$ cat src/rtl/risc_pkg.sv
// Shared types for the VeriRISC sequencer: phase and opcode encodings,
// the phase count and the ALU-operation classifier.
package risc_pkg;

  localparam int NUM_PHASES = 8;

  typedef enum logic [2:0] {
    INST_ADDR  = 3'd0,
    INST_FETCH = 3'd1,
    INST_LOAD  = 3'd2,
    IDLE       = 3'd3,
    OP_ADDR    = 3'd4,
    OP_FETCH   = 3'd5,
    ALU_OP     = 3'd6,
    STORE      = 3'd7
  } phase_t;

  typedef enum logic [2:0] {
    OP_HLT = 3'd0,
    OP_SKZ = 3'd1,
    OP_ADD = 3'd2,
    OP_AND = 3'd3,
    OP_XOR = 3'd4,
    OP_LDA = 3'd5,
    OP_STO = 3'd6,
    OP_JMP = 3'd7
  } opcode_t;

  // Opcodes that read an operand from memory and load the result into AC.
  function automatic logic is_aluop(input opcode_t op);
    return (op == OP_ADD) || (op == OP_AND) || (op == OP_XOR) || (op == OP_LDA);
  endfunction

endpackage

$ cat src/rtl/risc_ctl_decode.sv
// Combinational strobe decode from (phase, opcode, zero, halted).
// Once halted, every datapath strobe is forced low; only halt stays up.
module risc_ctl_decode
  import risc_pkg::*;
(
  input  phase_t  phase,
  input  opcode_t opcode,
  input  logic    zero,
  input  logic    halted,
  output logic    sel,
  output logic    rd,
  output logic    wr,
  output logic    ld_ir,
  output logic    ld_ac,
  output logic    ld_pc,
  output logic    inc_pc,
  output logic    data_e,
  output logic    halt
);

  logic aluop;
  logic is_sto;
  logic is_jmp;
  logic is_skz;

  assign aluop  = is_aluop(opcode);
  assign is_sto = (opcode == OP_STO);
  assign is_jmp = (opcode == OP_JMP);
  assign is_skz = (opcode == OP_SKZ);

  // halt is visible in OP_ADDR before the halted register actually sets.
  assign halt = halted | ((phase == OP_ADDR) && (opcode == OP_HLT));

  // Phase-by-phase strobe map; unlisted strobes stay at 0.
  always_comb begin
    sel    = 1'b0;
    rd     = 1'b0;
    wr     = 1'b0;
    ld_ir  = 1'b0;
    ld_ac  = 1'b0;
    ld_pc  = 1'b0;
    inc_pc = 1'b0;
    data_e = 1'b0;
    case (phase)
      INST_ADDR: begin
        sel = 1'b1;
      end
      INST_FETCH: begin
        sel = 1'b1;
        rd  = 1'b1;
      end
      INST_LOAD, IDLE: begin
        sel   = 1'b1;
        rd    = 1'b1;
        ld_ir = 1'b1;
      end
      OP_ADDR: begin
        inc_pc = 1'b1;
      end
      OP_FETCH: begin
        rd = aluop;
      end
      ALU_OP: begin
        rd     = aluop;
        inc_pc = is_skz & zero;
        ld_pc  = is_jmp;
        data_e = is_sto;
      end
      STORE: begin
        rd     = aluop;
        ld_ac  = aluop;
        ld_pc  = is_jmp;
        wr     = is_sto;
        data_e = is_sto;
      end
      default: begin
        sel = 1'b0;
      end
    endcase
    if (halted) begin
      sel    = 1'b0;
      rd     = 1'b0;
      wr     = 1'b0;
      ld_ir  = 1'b0;
      ld_ac  = 1'b0;
      ld_pc  = 1'b0;
      inc_pc = 1'b0;
      data_e = 1'b0;
    end
  end

endmodule

$ cat src/rtl/risc_sequencer.sv
// Eight-phase VeriRISC sequencer: phase counter plus sticky halted flag.
// en is a plain advance enable (no handshake): with en=1 and not halted the
// phase steps by one per clock; otherwise phase and strobes hold.
// The current phase is exported on `phase` for observation.
module risc_sequencer
  import risc_pkg::*;
(
  input  logic       clk,
  input  logic       rst,
  input  logic       en,
  input  logic [2:0] opcode,
  input  logic       zero,
  output logic [2:0] phase,
  output logic       sel,
  output logic       rd,
  output logic       wr,
  output logic       ld_ir,
  output logic       ld_ac,
  output logic       ld_pc,
  output logic       inc_pc,
  output logic       data_e,
  output logic       halt
);

  localparam logic [2:0] LAST_PHASE = 3'(NUM_PHASES - 1);

  phase_t  phase_q, phase_d;
  logic    halted_q, halted_d;
  opcode_t op;

  assign op    = opcode_t'(opcode);
  assign phase = phase_q;

  // Next phase and halted: step only when enabled and not halted; HLT seen
  // while leaving OP_ADDR freezes the counter at OP_FETCH.
  always_comb begin
    phase_d  = phase_q;
    halted_d = halted_q;
    if (en && !halted_q) begin
      if (phase_q == LAST_PHASE) begin
        phase_d = INST_ADDR;
      end else begin
        phase_d = phase_t'(phase_q + 3'd1);
      end
      if ((phase_q == OP_ADDR) && (op == OP_HLT)) begin
        halted_d = 1'b1;
      end
    end
  end

  // State registers with asynchronous active-high reset.
  always_ff @(posedge clk or posedge rst) begin
    if (rst) begin
      phase_q  <= INST_ADDR;
      halted_q <= 1'b0;
    end else begin
      phase_q  <= phase_d;
      halted_q <= halted_d;
    end
  end

  risc_ctl_decode u_decode (
    .phase  (phase_q),
    .opcode (op),
    .zero   (zero),
    .halted (halted_q),
    .sel    (sel),
    .rd     (rd),
    .wr     (wr),
    .ld_ir  (ld_ir),
    .ld_ac  (ld_ac),
    .ld_pc  (ld_pc),
    .inc_pc (inc_pc),
    .data_e (data_e),
    .halt   (halt)
  );

endmodule

$ cat config.mk
export PLATFORM = sky130hd
export DESIGN_NAME = risc_sequencer
export DESIGN_NICKNAME = d
export VERILOG_FILES = /design/src/rtl/risc_pkg.sv /design/src/rtl/risc_ctl_decode.sv /design/src/rtl/risc_sequencer.sv
export SDC_FILE = /design/constraint.sdc
export NUM_CORES = 1
export LEC_CHECK = 0
export CORE_AREA = 2 2 39 41
export CTS_CLUSTER_SIZE = 20
export DETAILED_ROUTE_END_ITERATION = 7
export DIE_AREA = 0 0 41 43
export SETUP_SLACK_MARGIN = 0.02
export SLEW_MARGIN = 20
export SYNTH_ARGS = -nofsm -noshare
export SYNTH_HDL_FRONTEND = slang
export SYNTH_HIERARCHICAL = 1
export SYNTH_SLANG_ARGS = --single-unit
$ cat constraint.sdc
create_clock -name clk -period 1.7 [get_ports clk]
set_input_delay 0.34 -clock clk [delete_from_list [all_inputs] [get_ports clk]]
set_output_delay 0.34 -clock clk [all_outputs]
set_load 0.02 [all_outputs]
==> impl_metrics.tcl, run 1 <==
set metrics [dict create \
    drive_gt1_share_pct 49.3 \
    tns_ns 0 \
    ys_warn_count 6 \
    ys_types 19 \
    dp_hpwl_um 746 \
    syn_nets 46 \
    yosys.area_share.adder_pct 10.7 \
    fin_crit_sh_pct 93.2 \
    fin_area_um2 622 \
    tightest_slew_ns 0.248 \
    startpoint_type "flip-flop" \
    die_y_um 43 \
    rsz0062_at_grt "true" \
    synth_area_leader_cell "dfrtp_1" \
    power.density_nw_per_um2 1760 \
    pin_count 19 \
    synth_xor_xnor_area_share_pct 2.50 \
    clk_latency_ns 0.23 \
    synth_top_family_by_area "simple AND/OR/NAND/NOR gates" \
    post-route-drc-count 0 \
    synth_edf_count 0 \
    period_needed_ns 1.58 \
    worst-path-stages 4 \
    grt_max_degree 8 \
    cts.root.buffer_cell "clkbuf_4" \
    wirelength_um 909 \
    start_util_pct 25.3 \
    yosys.area_share.simple_pct 30.0 \
    ctsHtreeMaxLevel 1 \
    path_cells "buf_6, inv_2, a2111oi_2, buf_2" \
    wire_per_inst_um 10.7 \
    hold_viol_final 0 \
    antenna_left 0 \
    port_buffers 18 \
    firstDrtPassIters 4 \
    vias 380 \
    rows 14 \
    final_core_util_pct 44.9 \
    fin_ws_ns 0.116 \
    crit_slowest_cell "dfrtp_1" \
    grtUsageTotal_pct 13.8 \
    holdCritPathClass "primary input to async pin" \
    cts_buffers 3 \
    skew_ns 0.00209 \
    fp.dieArea_um2 1760 \
    synthTopCellsByCount "inv_1, dfrtp_1, nor2_1" \
    worst-setup-path-type "flip-flop to primary output" \
    cp_top_family "flip-flops" \
    report.final.slew_viol_count 0 \
    fmax_mhz 631 \
    ys.flop_type "dfrtp_1" \
    syn-cell-area_um2 350 \
    grt_remaining_overflow 0 \
    power_mw 1.09 \
    outcome "finished clean" \
    cts_hold_buf 0 \
    antenna_found_initial 0 \
    clock_path_buffers 2 \
    place_congestion 0.699 \
    cts_tree "yes" \
    grt_pass1_vias 372 \
    maxCapViolCount 0 \
    core-area_um2 1380 \
    slew_headroom_pct 83.4 \
    worst_ep_arrival_time_ns 1.24 \
    grt_first_pass_wirelength_um 1550 \
    fin_cells 85 \
    cp.required_ns 1.36 \
    critPathMaxStageDelay_ns 0.39 \
    vdd_ir_drop_max_uv 676 \
    avgSynthCellArea_um2 9.73 \
    cellLeakagePower_nw 0.328 \
    crit_path_max_fanout 4 \
    ys_async_sr_fraction_pct 100 \
    cp-end-kind "primary output" \
    drtIter0Drc 5 \
    dp_slack_ns -0.616 \
    netlist_top_cells_area "dfrtp_1, ha_1, mux2_4" \
    n_fill_cell 155 \
    antenna_cells 0 \
    critPathBufInv 3 \
    rr_worst_depth 4 \
    synth_most_common_cell "inv_1" \
    nNetsFinal 81 \
    via_per_inst 4.47 \
    yosysTopAreaCellShare_pct 28.6 \
    ys_seq_area_share_pct 28.6 \
    place_area_um2 632 \
    ys_ff_latch 4 \
    area_growth_pct 77.5 \
    setup_viol_count_final 0 \
    muxShareOfSynthArea_pct 8.57 \
    dieWidth_um 41 \
    clock-sinks 4 \
    syn_inst 36 \
    synth_compound_area_share_pct 13.2 \
    post-place-cells 80 \
    clk_pin_slew_ns 0.04 \
    holdWs_ns 0.286 \
]
==> repair_timing <==
item | in CTS | in global routing
setup buffers | 1 | 1
endpoints found under the setup margin | 12 | 4
gates resized for setup | 48 | 9
pin swaps | 3 | 3
==> layout make-up <==
type / count / area [um2] / area share (%)
Multi-Input combinational cell: 26 / 239 / 38.4
Timing Repair Buffer: 30 / 218 / 35.0
Sequential cell: 4 / 100 / 16.1
Clock buffer: 3 / 22.5 / 3.62
Inverter: 6 / 22.5 / 3.62
Tap cell: 16 / 20.0 / 3.22
==> logic make-up after synthesis <==
| group | Yosys count |
|---|---|
| simple gates | 15 |
| buf+inv | 6 |
| compound gates | 5 |
| flops | 4 |
| fa+ha+maj | 3 |
| mux | 2 |
| xor+xnor | 1 |
==> layout by cell type (no fill, tap or decap), types with 2 or more instances in the layout <==
master / instances
dlygate4sd2_1: 5
clkbuf_4: 3
clkbuf_2: 2
dfrtp_1: 4
buf_4: 13
clkdlybuf4s50_1: 2
buf_2: 7
nor3_1: 3
ha_1: 3
inv_1: 5
nor2_1: 4
nand4bb_1: 2
mux2_4: 2
==> where the power goes <==
group | leakage (nW) | internal, mW | switching, mW
clock network | 0.0138 | 0.0789 | 0.0382
logic | 0.266 | 0.400 | 0.381
registers | 0.0484 | 0.144 | 0.0492
==> sequential cells by signal, summed over array words and instances, names as in the netlist <==
signal,count
phase,3
halted_q,1
==> final timing paths <==
kind | slack [ns] | end | startpoint
max reg2reg | 0.29 | phase[2] | phase[0]
min reg2reg | 0.63 | halted_q | halted_q
min | 0.29 | halted_q | rst
max | 0.12 | inc_pc | phase[2]
max in group asynchronous | 1.27 | phase[2] | rst
min in group clk | 0.61 | halted_q | opcode[1]
==> metal layers <==
layer,GRT usage (%),up-vias,part of all wire (%)
met3,3.14,2,5.1
met4,12.0,0,1.3
met5,0,-,0
met1,15.9,170,42
met2,20.0,12,52
li1,-,196,-
Note: power is estimated with default switching activity, not from simulation.
==> run 2, diff against run 1 <==
Settings changed: SETUP_SLACK_MARGIN 0.02 to not set.
==> impl_metrics.tcl, run 2 (synthesized netlist as in run 1, its figures left out) <==
set metrics [dict create \
    wirelength_um 918 \
    report.final.slew_viol_count 0 \
    critPathMostFrequentCell "buf_4" \
    drtIter0Drc 5 \
    path_cells "buf_6, buf_4, a211oi_2, buf_4" \
    place_congestion 0.699 \
    tightest_slew_ns 0.243 \
    rsz0062_at_grt "false" \
    antenna_cells 0 \
    holdWs_ns 0.286 \
    cts_hold_buf 0 \
    post-route-drc-count 0 \
    cellLeakagePower_nw 0.336 \
    grt_pass1_vias 372 \
    core-area_um2 1380 \
    outcome "finished clean" \
    power_mw 1.09 \
    clk_pin_slew_ns 0.04 \
    via_per_inst 4.51 \
    die_y_um 43 \
    critPathBufInv 3 \
    antenna_left 0 \
    fp.dieArea_um2 1760 \
    clock-sinks 4 \
    worst-setup-path-type "flip-flop to primary output" \
    startpoint_type "flip-flop" \
    drive_gt1_share_pct 47.8 \
    crit_slowest_cell "dfrtp_1" \
    critPathMaxStageDelay_ns 0.41 \
    cts.root.buffer_cell "clkbuf_4" \
    grt_max_degree 8 \
    ctsHtreeMaxLevel 1 \
    largest_reg_flops 3 \
    slew_headroom_pct 83.7 \
    crit_path_max_fanout 4 \
    dp_slack_ns -0.616 \
    start_util_pct 25.3 \
    firstDrtPassIters 4 \
    area_growth_pct 79.3 \
    grt_first_pass_wirelength_um 1550 \
    wire_per_inst_um 10.8 \
    power.density_nw_per_um2 1740 \
    grtUsageTotal_pct 13.8 \
    layout_commonest_cell "buf_4" \
    final_core_util_pct 45.4 \
    grt_remaining_overflow 0 \
    layout_common_cells "buf_4, buf_2, inv_1" \
    setup_viol_count_final 0 \
    nNetsFinal 81 \
    cts_buffers 3 \
    dieWidth_um 41 \
    clock_path_buffers 2 \
    worst_ep_arrival_time_ns 1.28 \
    maxCapViolCount 0 \
    rows 14 \
    cts_tree "yes" \
    cp-end-kind "primary output" \
    hold_viol_final 0 \
    cp.required_ns 1.36 \
    holdCritPathClass "primary input to async pin" \
    cp_top_family "buffers and inverters" \
    clk_latency_ns 0.23 \
    period_needed_ns 1.62 \
    pin_count 19 \
    vias 383 \
    port_buffers 18 \
    fin_ws_ns 0.0774 \
    n_fill_cell 155 \
    vdd_ir_drop_max_uv 679 \
    antenna_found_initial 0 \
    dp_hpwl_um 746 \
    skew_ns 0.00213 \
    fin_crit_sh_pct 95.4 \
    fmax_mhz 616 \
    tns_ns 0 \
]
[run 2: where the power goes]
part           switching [mW]  internal, mW
Combinational           0.382         0.399
Sequential             0.0492         0.144
Clock                  0.0383        0.0789
[run 2: routing by layer]
layer / GRT usage [%] / share of wire [%] / up-vias
met5: 0 / 0 / -
met4: 12.0 / 1.3 / 0
met3: 3.14 / 5.4 / 2
met2: 20.0 / 52 / 14
met1: 15.9 / 42 / 171
li1: - / - / 196
[run 2: repair_timing]
item,4_1_cts,5_1_grt
resized for setup,44,11
endpoints found under the setup margin,12,7
pin swaps,3,2
buffers inserted,1,1
[run 2: area by class of cell]
type / count / area [um2] / area share [%]
tap: 16 / 20.0 / 3.19
multi-input combinational: 26 / 239 / 38.0
clock buffer: 3 / 22.5 / 3.59
inverter: 6 / 22.5 / 3.59
sequential: 4 / 100 / 15.9
timing repair buffer: 30 / 224 / 35.7
[run 2: per-stage QoR]
step                      instance area [um2]  cells
after floorplan                           357     36
after CTS                                 638     84
after detailed placement                  632     80
after global routing                      628     85
final                                     628     85
after global placement                    632     80
[run 2: path summary, 6_finish.rpt]
kind / startpoint / endpoint / slack (ns) / cells after the start
max reg2reg: phase[0] / phase[2] / 0.29 / 4
max: phase[2] / rd / 0.08 / 4
min: rst / halted_q / 0.29 / 2
max in group asynchronous: rst / phase[2] / 1.27 / 2
min reg2reg: halted_q / halted_q / 0.63 / 2
min in group clk: opcode[1] / halted_q / 0.60 / 4
==> run 3, diff against run 2 <==
Settings changed: CORE_AREA 2 2 39 41 to 3 3 40 42, DIE_AREA 0 0 41 43 to 0 0 43 45.
==> impl_metrics.tcl, run 3 (synthesized netlist as in run 1, its figures left out) <==
set metrics [dict create \
    n_fill_cell 133 \
    critPathMaxStageDelay_ns 0.28 \
    clock_path_buffers 2 \
    power_mw 1.07 \
    fin_ws_ns 0.0643 \
    grt_remaining_overflow 0 \
    vdd_ir_drop_max_uv 808 \
    drtIter0Drc 2 \
    cellLeakagePower_nw 0.344 \
    dp_slack_ns -0.622 \
    skew_ns 0.00286 \
    tightest_slew_ns 0.228 \
    setup_viol_count_final 0 \
    via_per_inst 4.39 \
    layout_common_cells "buf_4, inv_1, dlygate4sd2_1" \
    firstDrtPassIters 2 \
    worst-setup-path-type "primary input to primary output" \
    period_needed_ns 1.64 \
    ctsHtreeMaxLevel 1 \
    cp-end-kind "primary output" \
    grt_first_pass_wirelength_um 1420 \
    clk_pin_slew_ns 0.04 \
    power.density_nw_per_um2 1610 \
    startpoint_type "primary input" \
    antenna_cells 0 \
    cts_buffers 3 \
    maxCapViolCount 0 \
    antenna_found_initial 0 \
    cp.required_ns 1.36 \
    dieWidth_um 43 \
    wirelength_um 919 \
    rsz0062_at_grt "true" \
    core-area_um2 1280 \
    fin_crit_sh_pct 96.2 \
    fp.dieArea_um2 1940 \
    path_cells "dlygate4sd2_1, nand4bb_4, a2111oi_4, buf_4" \
    post-route-drc-count 0 \
    seq_area_um2 100 \
    report.final.slew_viol_count 0 \
    hold_viol_final 0 \
    grtUsageTotal_pct 10.0 \
    vias 360 \
    largest_reg_flops 3 \
    crit_slowest_cell "a2111oi_4" \
    rows 13 \
    layout_commonest_cell "buf_4" \
    cts.root.buffer_cell "clkbuf_4" \
    clk_latency_ns 0.23 \
    fmax_mhz 611 \
    port_buffers 18 \
    grt_max_degree 8 \
    slew_headroom_pct 84.8 \
    worst_ep_arrival_time_ns 1.30 \
    grt_pass1_vias 356 \
    die_y_um 45 \
    antenna_left 0 \
    cp_top_family "buffers and inverters" \
    start_util_pct 27.3 \
    place_congestion 0.713 \
    nNetsFinal 79 \
    dp_hpwl_um 760 \
    clock-sinks 4 \
    area_growth_pct 88.6 \
    multiInputGateArea_um2 268 \
    pin_count 19 \
    critPathBufInv 2 \
    outcome "finished clean" \
    drive_gt1_share_pct 43.3 \
    wire_per_inst_um 11.2 \
    cts_tree "yes" \
    crit_path_max_fanout 2 \
    holdCritPathClass "primary input to async pin" \
]
[run 3: what timing repair did]
item                                    CTS  global route
endpoints found under the hold margin     0             0
hold buffers                              0             0
pin swaps                                 2             0
resized for setup                        36            14
buffers inserted                          1             0
endpoints found under the setup margin   11             7
[run 3: power breakdown]
group / switching (mW) / total [mW] / internal (mW)
sequential: 0.0496 / 0.194 / 0.144
combinational: 0.386 / 0.758 / 0.372
clock: 0.0354 / 0.114 / 0.0787
total: 0.471 / 1.07 / 0.595
[run 3: metrics by stage]
| step | instance area (um2) | setup TNS (ns) | hold WS, ns | utilization [%] | cells |
|---|---|---|---|---|---|
| 3_5_place_dp | 623 | -3.55 | 0.536 | 48.5 | 78 |
| 3_3_place_gp | 623 | -3.56 | 0.535 | 48.5 | 78 |
| 6_report | 661 | 0 | 0.292 | 51.4 | 82 |
| 2_1_floorplan | 357 | 0 | 0.106 | - | 36 |
| 5_1_grt | 661 | -0.0573 | 0.308 | 51.4 | 82 |
| 4_1_cts | 641 | 0 | 0.300 | 49.9 | 82 |
[run 3: worst reg2reg max path: stages (launching register included)]
cell and delay (ns):
dfrtp_1 0.39, buf_4 0.16, buf_4 0.13, ha_1 0.17
ha_1 0.27, mux2_4 0.25
[run 3: worst paths after layout]
check,start,endpoint,slack (ns),cells after the start
hold reg to reg,halted_q,halted_q,0.64,2
setup / recovery,opcode[1],inc_pc,0.06,4
min in group clk,halted_q,halted_q,0.64,2
setup reg to reg,phase[1],phase[2],0.21,5
max in group asynchronous,rst,phase[2],1.26,2
hold / removal,rst,halted_q,0.29,2
[run 3: layer usage]
layer / vias to the layer above / global-route usage, % / part of all wire (%)
li1: 191 / - / -
met1: 162 / 12.2 / 47
met2: 7 / 15.6 / 48
met3: 0 / 1.20 / 4.6
met4: 0 / 9.04 / 0
met5: - / 0 / 0
[run 3: area by class of cell]
cell class                      count  share of cell area [%]
Clock buffer                        3                    3.41
Timing Repair Buffer               28                    34.7
Multi-Input combinational cell     26                    40.5
Inverter                            6                    3.41
Sequential cell                     4                    15.2
Tap cell                           15                    2.84
